### src/rtl/stopwatch_core_pkg.sv
// Shared types and constants for the stopwatch core: FSM states, BCD digit limits, display width.
package stopwatch_core_pkg;

    typedef enum logic [1:0] {
        IDLE  = 2'd0,
        RUN   = 2'd1,
        LAP   = 2'd2,
        PAUSE = 2'd3
    } sw_state_e;

    localparam int DIGITS_W   = 16;
    localparam int NUM_DIGITS = 4;
    localparam int DIG_W      = 4;

    localparam logic [DIG_W-1:0] MAX_UNITS = 4'd9;
    localparam logic [DIG_W-1:0] MAX_TENS  = 4'd5;

    // Digit order, LSD first: tenths, sec_units, sec_tens, min. Only sec_tens stops at 5.
    function automatic logic [DIG_W-1:0] digit_max(input int idx);
        return (idx == 2) ? MAX_TENS : MAX_UNITS;
    endfunction

endpackage

### src/rtl/stopwatch_core_if.sv
// Stopwatch I/O bundle: update wave and buttons in, BCD digits and status out.
interface stopwatch_core_if;
    import stopwatch_core_pkg::*;

    logic                clk_update;
    logic                btn_start;
    logic                btn_lap;
    logic                btn_clear;
    logic [DIGITS_W-1:0] digits;
    logic                running;
    logic                lap_active;
    logic                overflow;

    modport master (
        output clk_update, btn_start, btn_lap, btn_clear,
        input  digits, running, lap_active, overflow
    );

    modport slave (
        input  clk_update, btn_start, btn_lap, btn_clear,
        output digits, running, lap_active, overflow
    );

endinterface

### src/rtl/stopwatch_core_bcd_digit_cnt.sv
// One BCD digit, counts 0..MAX; carry_out is combinational so a whole chain ripples in one cycle.
module bcd_digit_cnt
    import stopwatch_core_pkg::*;
#(
    parameter logic [DIG_W-1:0] MAX = 4'd9
) (
    input  logic             clk,
    input  logic             rst,
    input  logic             inc_in,
    input  logic             clr,
    output logic [DIG_W-1:0] q,
    output logic             carry_out
);

    assign carry_out = inc_in && (q == MAX);

    always_ff @(posedge clk) begin
        if (!rst || clr)
            q <= '0;
        else if (inc_in)
            q <= carry_out ? '0 : q + DIG_W'(1);
    end

endmodule

### src/rtl/stopwatch_core.sv
// Stopwatch M:SS.t in BCD: samples the divider update wave as data, prescales it to 0.1 s,
// and runs the start/lap/clear state machine with a frozen lap view.
module stopwatch_core
    import stopwatch_core_pkg::*;
#(
    parameter int TICKS_PER_COUNT = 2,
    parameter int PRE_W           = 4
) (
    input  logic            clk,
    input  logic            rst,
    stopwatch_core_if.slave bus
);

    sw_state_e                         state, state_nxt;
    logic [1:0]                        upd_sync;
    logic                              upd_prev, tick;
    logic                              start_prev, lap_prev, clear_prev;
    logic                              press_start, press_lap, press_clear;
    logic [PRE_W-1:0]                  pre;
    logic                              pre_wrap, count_en, inc, capture, clr_cnt;
    logic [NUM_DIGITS-1:0][DIG_W-1:0]  cnt;
    logic [NUM_DIGITS:0]               carry;
    logic [DIGITS_W-1:0]               lap_q, digits_q;
    logic                              ovf_q;

    assign press_start = bus.btn_start & ~start_prev;
    assign press_lap   = bus.btn_lap   & ~lap_prev;
    assign press_clear = bus.btn_clear & ~clear_prev;

    // Priority start > lap > clear falls out of the if/else ordering in each state.
    always_comb begin
        state_nxt = state;
        capture   = 1'b0;
        clr_cnt   = 1'b0;
        case (state)
            IDLE:  if (press_start) state_nxt = RUN;
            RUN:   if (press_start) state_nxt = PAUSE;
                   else if (press_lap) begin
                       state_nxt = LAP;
                       capture   = 1'b1;
                   end
            LAP:   if (press_start) state_nxt = PAUSE;
                   else if (press_lap) state_nxt = RUN;
            PAUSE: if (press_start) state_nxt = RUN;
                   else if (press_clear) begin
                       state_nxt = IDLE;
                       clr_cnt   = 1'b1;
                   end
            default: state_nxt = IDLE;
        endcase
    end

    // Gating on the next state drops a tick that coincides with a pause press
    // and keeps one that coincides with a resume press.
    assign count_en = (state_nxt == RUN) || (state_nxt == LAP);
    assign pre_wrap = (pre == PRE_W'(TICKS_PER_COUNT - 1));
    assign inc      = tick && count_en && pre_wrap;
    assign carry[0] = inc;

    for (genvar i = 0; i < NUM_DIGITS; i++) begin : g_dig
        bcd_digit_cnt #(.MAX(digit_max(i))) u_dig (
            .clk       (clk),
            .rst       (rst),
            .inc_in    (carry[i]),
            .clr       (clr_cnt),
            .q         (cnt[i]),
            .carry_out (carry[i+1])
        );
    end

    always_ff @(posedge clk) begin
        if (!rst) begin
            state      <= IDLE;
            upd_sync   <= '0;
            upd_prev   <= 1'b0;
            tick       <= 1'b0;
            start_prev <= 1'b0;
            lap_prev   <= 1'b0;
            clear_prev <= 1'b0;
            pre        <= '0;
            lap_q      <= '0;
            digits_q   <= '0;
            ovf_q      <= 1'b0;
        end else begin
            state      <= state_nxt;
            upd_sync   <= {upd_sync[0], bus.clk_update};
            upd_prev   <= upd_sync[1];
            tick       <= upd_sync[1] & ~upd_prev;
            start_prev <= bus.btn_start;
            lap_prev   <= bus.btn_lap;
            clear_prev <= bus.btn_clear;
            if (clr_cnt)
                pre <= '0;
            else if (tick && count_en)
                pre <= pre_wrap ? '0 : pre + PRE_W'(1);
            if (capture)
                lap_q <= cnt;
            digits_q   <= (state == LAP) ? lap_q : cnt;
            ovf_q      <= carry[NUM_DIGITS];
        end
    end

    assign bus.digits     = digits_q;
    assign bus.overflow   = ovf_q;
    assign bus.running    = (state == RUN) || (state == LAP);
    assign bus.lap_active = (state == LAP);

endmodule

### src/flat_wrapper.sv
// flat-port wrapper written by rule: the top's interface ports become plain ports
module stopwatch_core_flat import stopwatch_core_pkg::*;
#(
    parameter int TICKS_PER_COUNT = 2,
    parameter int PRE_W           = 4
)
  (clk, rst, bus_clk_update, bus_btn_start, bus_btn_lap, bus_btn_clear, bus_digits, bus_running, bus_lap_active, bus_overflow);
  stopwatch_core_if bus_i ();
  input  logic clk;
  input  logic rst;
  input wire logic [$bits(bus_i.clk_update)-1:0] bus_clk_update;
  input wire logic [$bits(bus_i.btn_start)-1:0] bus_btn_start;
  input wire logic [$bits(bus_i.btn_lap)-1:0] bus_btn_lap;
  input wire logic [$bits(bus_i.btn_clear)-1:0] bus_btn_clear;
  output wire logic [$bits(bus_i.digits)-1:0] bus_digits;
  output wire logic [$bits(bus_i.running)-1:0] bus_running;
  output wire logic [$bits(bus_i.lap_active)-1:0] bus_lap_active;
  output wire logic [$bits(bus_i.overflow)-1:0] bus_overflow;
  assign bus_i.clk_update = bus_clk_update;
  assign bus_i.btn_start = bus_btn_start;
  assign bus_i.btn_lap = bus_btn_lap;
  assign bus_i.btn_clear = bus_btn_clear;
  assign bus_digits = bus_i.digits;
  assign bus_running = bus_i.running;
  assign bus_lap_active = bus_i.lap_active;
  assign bus_overflow = bus_i.overflow;
  stopwatch_core #(.TICKS_PER_COUNT(TICKS_PER_COUNT), .PRE_W(PRE_W)) u_core (.clk(clk), .rst(rst), .bus(bus_i));
endmodule
### config.mk
export PLATFORM = sky130hd
export DESIGN_NAME = stopwatch_core_flat
export DESIGN_NICKNAME = d
export VERILOG_FILES = /design/src/rtl/stopwatch_core_pkg.sv /design/src/rtl/stopwatch_core_if.sv /design/src/rtl/stopwatch_core_bcd_digit_cnt.sv /design/src/rtl/stopwatch_core.sv /design/src/flat_wrapper.sv
export SDC_FILE = /design/constraint.sdc
export NUM_CORES = 1
export LEC_CHECK = 0
export CAP_MARGIN = 15
export CORE_MARGIN = 4
export CORE_UTILIZATION = 40
export DETAILED_ROUTE_END_ITERATION = 10
export SYNTH_ARGS = -nofsm -noshare
export SYNTH_HDL_FRONTEND = slang
export SYNTH_SLANG_ARGS = --single-unit
### constraint.sdc
create_clock -name clk -period 3.6 [get_ports clk]
set_clock_uncertainty 0.15 [all_clocks]
set_input_delay 0.72 -clock clk [delete_from_list [all_inputs] [get_ports clk]]
set_output_delay 0.72 -clock clk [all_outputs]
set_load 0.05 [all_outputs]
======== Word level (Yosys, flattened, before mapping) ========
Index checks and enable logic that the tools add are counted.
operators by class
  bitwise operators ....................... 9
  eq/ne operators ......................... 10
  reductions and logical operators ........ 12
  add/sub/neg operators ................... 5
  multiplexer cells ....................... 20
operators with widths
  kind                                                                    count
  4-bit by 1-bit adder with 4-bit output (second input constant)          5
  4-bit two-way mux                                                       5
  16-bit two-way mux                                                      1
  2-bit two-way mux                                                       7
  4-bit equality test (second input constant)                             3
  2-bit case mux with 4 select lines                                      1
  2-bit equality test (second input constant)                             3
  1-bit logical AND                                                       6
  1-bit two-way mux                                                       6
  1-bit NOT                                                               5
  1-bit AND                                                               4
  2-bit by 1-bit equality test with 1-bit output (second input constant)  2
  4-bit by 1-bit equality test with 1-bit output (second input constant)  1
  4-bit by 3-bit equality test with 1-bit output (second input constant)  1
  1-bit logical OR                                                        3
  2-bit logical NOT                                                       1
  2-bit OR reduction                                                      1
  1-bit logical NOT                                                       1
storage, ports and cells
  logic and storage cells ................. 71
  bits in registers ....................... 62
  output and inout port bits .............. 19

======== Depth between registers and ports, before layout ========
  depth in word-level cells ............... 14
  depth in mapped cells ................... 11

======== Hierarchy ========
A second synthesis with hierarchy kept.
second synthesis, totals
  cells, all modules ...................... 288
  area total of the unflattened synthesis .. 2727.6 sq um
modules (own cells, without submodules)
  module          seq. area each (sq um)  area each (sq um)  instances  cells each
  stopwatch_core  920.9                   1901.8             1          196
  bcd_digit_cnt   80.1                    206.4              4          23

======== Worst setup path after synthesis ========
OpenSTA, ideal clock, no wires.
  kind .................................... register to register
  start ................................... register u_core.state[0]
  end ..................................... register u_core.g_dig[2].u_dig.q[0]
  buffers on the path ..................... 2
  setup time .............................. 0.070 ns
  path slack .............................. 0.832 ns
  stages on the path, launching flop included .. 9
  arrival ................................. 2.548 ns
  required time ........................... 3.380 ns
  cell sequence ........................... dfxtp_1 > inv_1 > ha_1 > buf_2 > o41ai_2 > xor2_1 > buf_6 > or4_1 > a21oi_1
RTL lines
  item                                                                                   line                                text
  from (decl)                                                                            stopwatch_core.sv:14                sw_state_e state, state_nxt;
  from (signal assigned)                                                                 stopwatch_core.sv:85                state <= state_nxt;
  2-bit equality test (*)                                                                --
  named net bus_lap_active                                                               flat_wrapper.sv:17                  output wire logic [$bits(bus_i.lap_active)-1:0] bus_lap_active;
  2-bit case mux with 4 select lines (*)                                                 stopwatch_core.sv:35                case (state)
  2-bit by 1-bit equality test with 1-bit output or 2-bit equality test (tied branches)  stopwatch_core.sv:55                assign count_en = (state_nxt == RUN) || (state_nxt == LAP);
  1-bit logical OR (*)                                                                   stopwatch_core.sv:55
  1-bit logical AND (*) (2 in a row)                                                     stopwatch_core.sv:57                assign inc = tick && count_en && pre_wrap;
  1-bit logical AND (*) (2 in a row)                                                     stopwatch_core_bcd_digit_cnt.sv:15  assign carry_out = inc_in && (q == MAX);
  1-bit logical AND                                                                      stopwatch_core_bcd_digit_cnt.sv:15
  4-bit two-way mux                                                                      stopwatch_core_bcd_digit_cnt.sv:21  q <= carry_out ? '0 : q + DIG_W'(1);
  to (signal assigned)                                                                   stopwatch_core_bcd_digit_cnt.sv:21
  to (decl)                                                                              stopwatch_core_bcd_digit_cnt.sv:11  output logic [DIG_W-1:0] q,
The timed path passes the listed nets; every way through them passes the cells marked *.
A chain may end at the register's enable or synchronous reset.

======== Worst setup path in the final report ========
  start ................................... input bus_btn_lap
  end ..................................... register u_core.g_dig[2].u_dig.q[1]
on the way
  cells in the longest elaborated chain, start to end .. 12
RTL lines
  item                                                                                   line                                        text
  from (decl)                                                                            flat_wrapper.sv:13                          input wire logic [$bits(bus_i.btn_lap)-1:0] bus_btn_lap;
  1-bit AND (*)                                                                          stopwatch_core.sv:27                        assign press_lap = bus.btn_lap & ~lap_prev;
  2-bit two-way mux (on tied branches)                                                   stopwatch_core.sv:43, stopwatch_core.sv:38
  2-bit two-way mux (on tied branches)                                                   stopwatch_core.sv:42, stopwatch_core.sv:37
  2-bit case mux with 4 select lines (*)                                                 stopwatch_core.sv:35
  2-bit by 1-bit equality test with 1-bit output or 2-bit equality test (tied branches)  stopwatch_core.sv:55
  1-bit logical OR (*)                                                                   stopwatch_core.sv:55
  1-bit logical AND (*) (2 in a row)                                                     stopwatch_core.sv:57
  1-bit logical AND (*) (2 in a row)                                                     stopwatch_core_bcd_digit_cnt.sv:15
  1-bit logical AND                                                                      stopwatch_core_bcd_digit_cnt.sv:15
  4-bit two-way mux                                                                      stopwatch_core_bcd_digit_cnt.sv:21
Every way passes the cells marked *; elsewhere a longest branch is shown, timed or not.

==> results.txt <==
CTS Sinks = 62
CP Max Fanout = 34
Critical Path Slowest Stage Cell = or4_1
Final ANT Viol Nets = 0
Synth Register Bits = 62
DR iter-0 viols = 88
post-synthesis mux area share = 11.0%
Netlist cell types = 42
GR Overflow Total = 0
synthesized area = 0.00272 mm^2
CTS tree = yes
Setup TNS Final = 0 ps
CTS Buf Count = 9
delay of the slowest cell on the worst path = 510 ps
Register-to-Register Path Depth = 9
placed cell count = 382
final wirelength = 5030 um
Yosys warnings = 0
DP HPWL = 3420 um
DRC violations left = 0
Antenna Cells = 0
Simple-Gate Fraction of Synth Area = 21.6%
Yosys top cell area share = 45.6%
largest family of logic cells by synthesized area = simple AND/OR/NAND/NOR gates
Starting Density = 42.1%
I/O Buffers = 24
Hold Startpoint = u_core.upd_prev$_SDFF_PN0_
Clock Latency Late Sink = 340 ps
largest cells by area after synthesis = dfxtp_1 46%, mux2i_1 11%, nor2_1 5.7%
unrepaired setup endpoints after global routing = no
f_max = 339 MHz
Compound-Gate Fraction of Synth Area = 12.0%
CTS root buf = clkbuf_8
Critical R2R Launch = u_core.state[1]$_SDFF_PN0_
Setup Buffers After CTS = 0
status = finished, final reports clean
P_leak = 0.00123 uW
WHS = 237 ps
Hold Path Class = flop to flop
layout cell share with drive strength beyond 1 = 8.75%
worst hold path endpoint = u_core.tick$_SDFF_PN0_
actual slew at the worst max-slew pin = 582 ps
setup slack after layout = 651 ps
final period demand of the worst path = 2950 ps
Pins Over Slew Limit = 0
die width = 90.5 um
fillers = 624
drt via density = 5.18
WL per Instance = 12.7 um
Rel. slew slack = 61.0%
R2R Setup Slk = 710 ps
Rows = 29
Area Overhead vs Synth = 18.6%
Final Hold Violating Endpoints = 0
GRT Util Overall = 13.0%
nets = 334
Synth Area in Adders = 5.52%
maximum vdd drop = 0.215 mV
required time worst endpoint = 3700 ps
# hold bufs at CTS = 0
DRT Pass-1 Iters = 4
PD cells = 427 mW/mm^2
Worst Setup End Kind = flop
Max-Cap Viols = 0
XOR/XNOR Fraction of Synth Area = 0.644%
Core Area = 0.00646 mm^2
share of the core filled with cells = 49.9%
post-synthesis area per instance = 9.41 um^2
post-placement setup slack = 322 ps
Mapped Cells = 289
Routability Congestion = 0.783
net count after synthesis = 307
DIE AREA = 0.00818 mm^2
H-tree depth = 3
Final Non-Filler Cells = 397
clk slew on worst S/H paths = 60 ps
initial antenna violation count = 0
final setup fails = 0
I/O pins = 25
first-pass GRT wire length = 8650 um
Critical Path Source Type = primary input
Hold Path Cell Cnt = 1
CTS resizes = 0
pin count of the biggest net entering global routing = 35
Final period util = 81.9%
Critical Path AT = 3050 ps
die height = 90.5 um
clk buf depth = 2
vias in the first global route = 1896
Seq/Total Area, Yosys = 45.6%
largest area contributor in the netlist = dfxtp_1
CP cell instances = clkdlybuf4s50_1 > or4b_4 > o211ai_2 > o311ai_4 > xor2_1 > buf_4 > or4_1 > a21oi_1
via count = 2058
crit path kind = primary input to flop
R2R Path End = u_core.g_dig[2].u_dig.q[1]$_SDFFE_PP0N_
worst max-delay path by stage:
stage                               start                                 endpoint  slack (ps)  depth (start not counted)
3_3_place_gp                  bus_btn_lap  u_core.g_dig[2].u_dig.q[1]$_SDFFE_PP0N_         370                          8
2_1_floorplan  u_core.state[0]$_SDFF_PN0_  u_core.g_dig[2].u_dig.q[0]$_SDFFE_PP0N_         830                          8
6_report                      bus_btn_lap  u_core.g_dig[2].u_dig.q[1]$_SDFFE_PP0N_         650                          8
4_1_cts                       bus_btn_lap  u_core.g_dig[2].u_dig.q[1]$_SDFFE_PP0N_         670                          8
3_5_place_dp                  bus_btn_lap  u_core.g_dig[2].u_dig.q[1]$_SDFFE_PP0N_         320                          8
5_1_grt                       bus_btn_lap  u_core.g_dig[1].u_dig.q[3]$_SDFFE_PP0N_         520                          8
cells in the mapped netlist, drive strengths merged:
library cell	count
a31oi	1
clkbuf	9
nand2	13
inv	8
and3	2
o21ai	14
dfxtp	62
nor2	41
o21ba	1
nand3	8
xnor2	1
o211ai	4
a21oi	19
and2b	1
mux2i	30
o31ai	1
ha	12
or4	13
and4bb	1
xor2	1
o41ai	4
buf	5
or4b	1
nor3	1
nand4	3
and2	8
nand2b	2
a21boi	2
or3	6
and3b	2
nand4b	1
a311o	1
o311ai	2
nor2b	5
nor4	2
clkinv	1
or2	1
worst max-delay path: cells and delay by family:
kind	cells	cell delay, ps
simple gates	2	980
buf+inv	2	750
compound gates	3	410
xor+xnor	1	180
layout by cell type, fill, tap and decap left out, drive strengths merged, types with 5 or more instances in the layout:
cell type      synthesis  routed
nand2                 13      13
clkbuf                 9      10
dfxtp                 62      62
nand3                  8       8
clkdlybuf4s50          0      24
or4                   13      13
and2                   8       8
buf                    5       6
a21oi                 19      19
ha                    12      12
o21ai                 14      14
nor2b                  5       5
or3                    6       6
nor2                  41      41
mux2i                 30      30
inv                    8       8
clkinv                 1       5
cell type report:
cell class / count / area, um^2 / share of cell area (%)
clock buffer: 10 / 138 / 4.27
clock inverter: 5 / 50.0 / 1.55
inverter: 9 / 33.8 / 1.05
multi-input combinational: 204 / 1380 / 42.8
sequential: 62 / 1240 / 38.5
tap: 77 / 96.3 / 2.99
timing repair buffer: 30 / 285 / 8.84
state kept, by name, summed over array words and instances, names as in the netlist:
signal                count
u_core.bus.digits        16
u_core.bus.overflow       1
u_core.clear_prev         1
u_core.g_dig.u_dig.q     16
u_core.lap_prev           1
u_core.lap_q             16
u_core.pre                4
u_core.start_prev         1
u_core.state              2
u_core.tick               1
u_core.upd_prev           1
u_core.upd_sync           2
report_power, final:
part           switching (uW)  internal, uW
Sequential               3.52           691
Combinational            63.3          33.5
Clock                     256           329
per-layer routing:
| metal | wire length [um] | up-vias | global-route usage (%) |
|---|---|---|---|
| li1 | - | 1080 | - |
| met1 | 2440 | 937 | 15.6 |
| met2 | 2310 | 33 | 20.4 |
| met3 | 194 | 8 | 3.00 |
| met4 | 79 | 0 | 8.80 |
| met5 | 0 | - | 0 |
cells by family after synthesis:
family          Yosys count
xor+xnor                  2
mux                      30
compound gates           49
simple gates            111
flops                    62
fa+ha+maj                12
buf+inv                  23
metrics by stage:
step                      cell area (um^2)  total power (uW)
after floorplan                       2720               785
after global placement                3040               807
after detailed placement              3040               807
after CTS                             3230              1400
after global routing                  3230              1430
final                                 3230              1380
(Power assumes the default switching activity.)
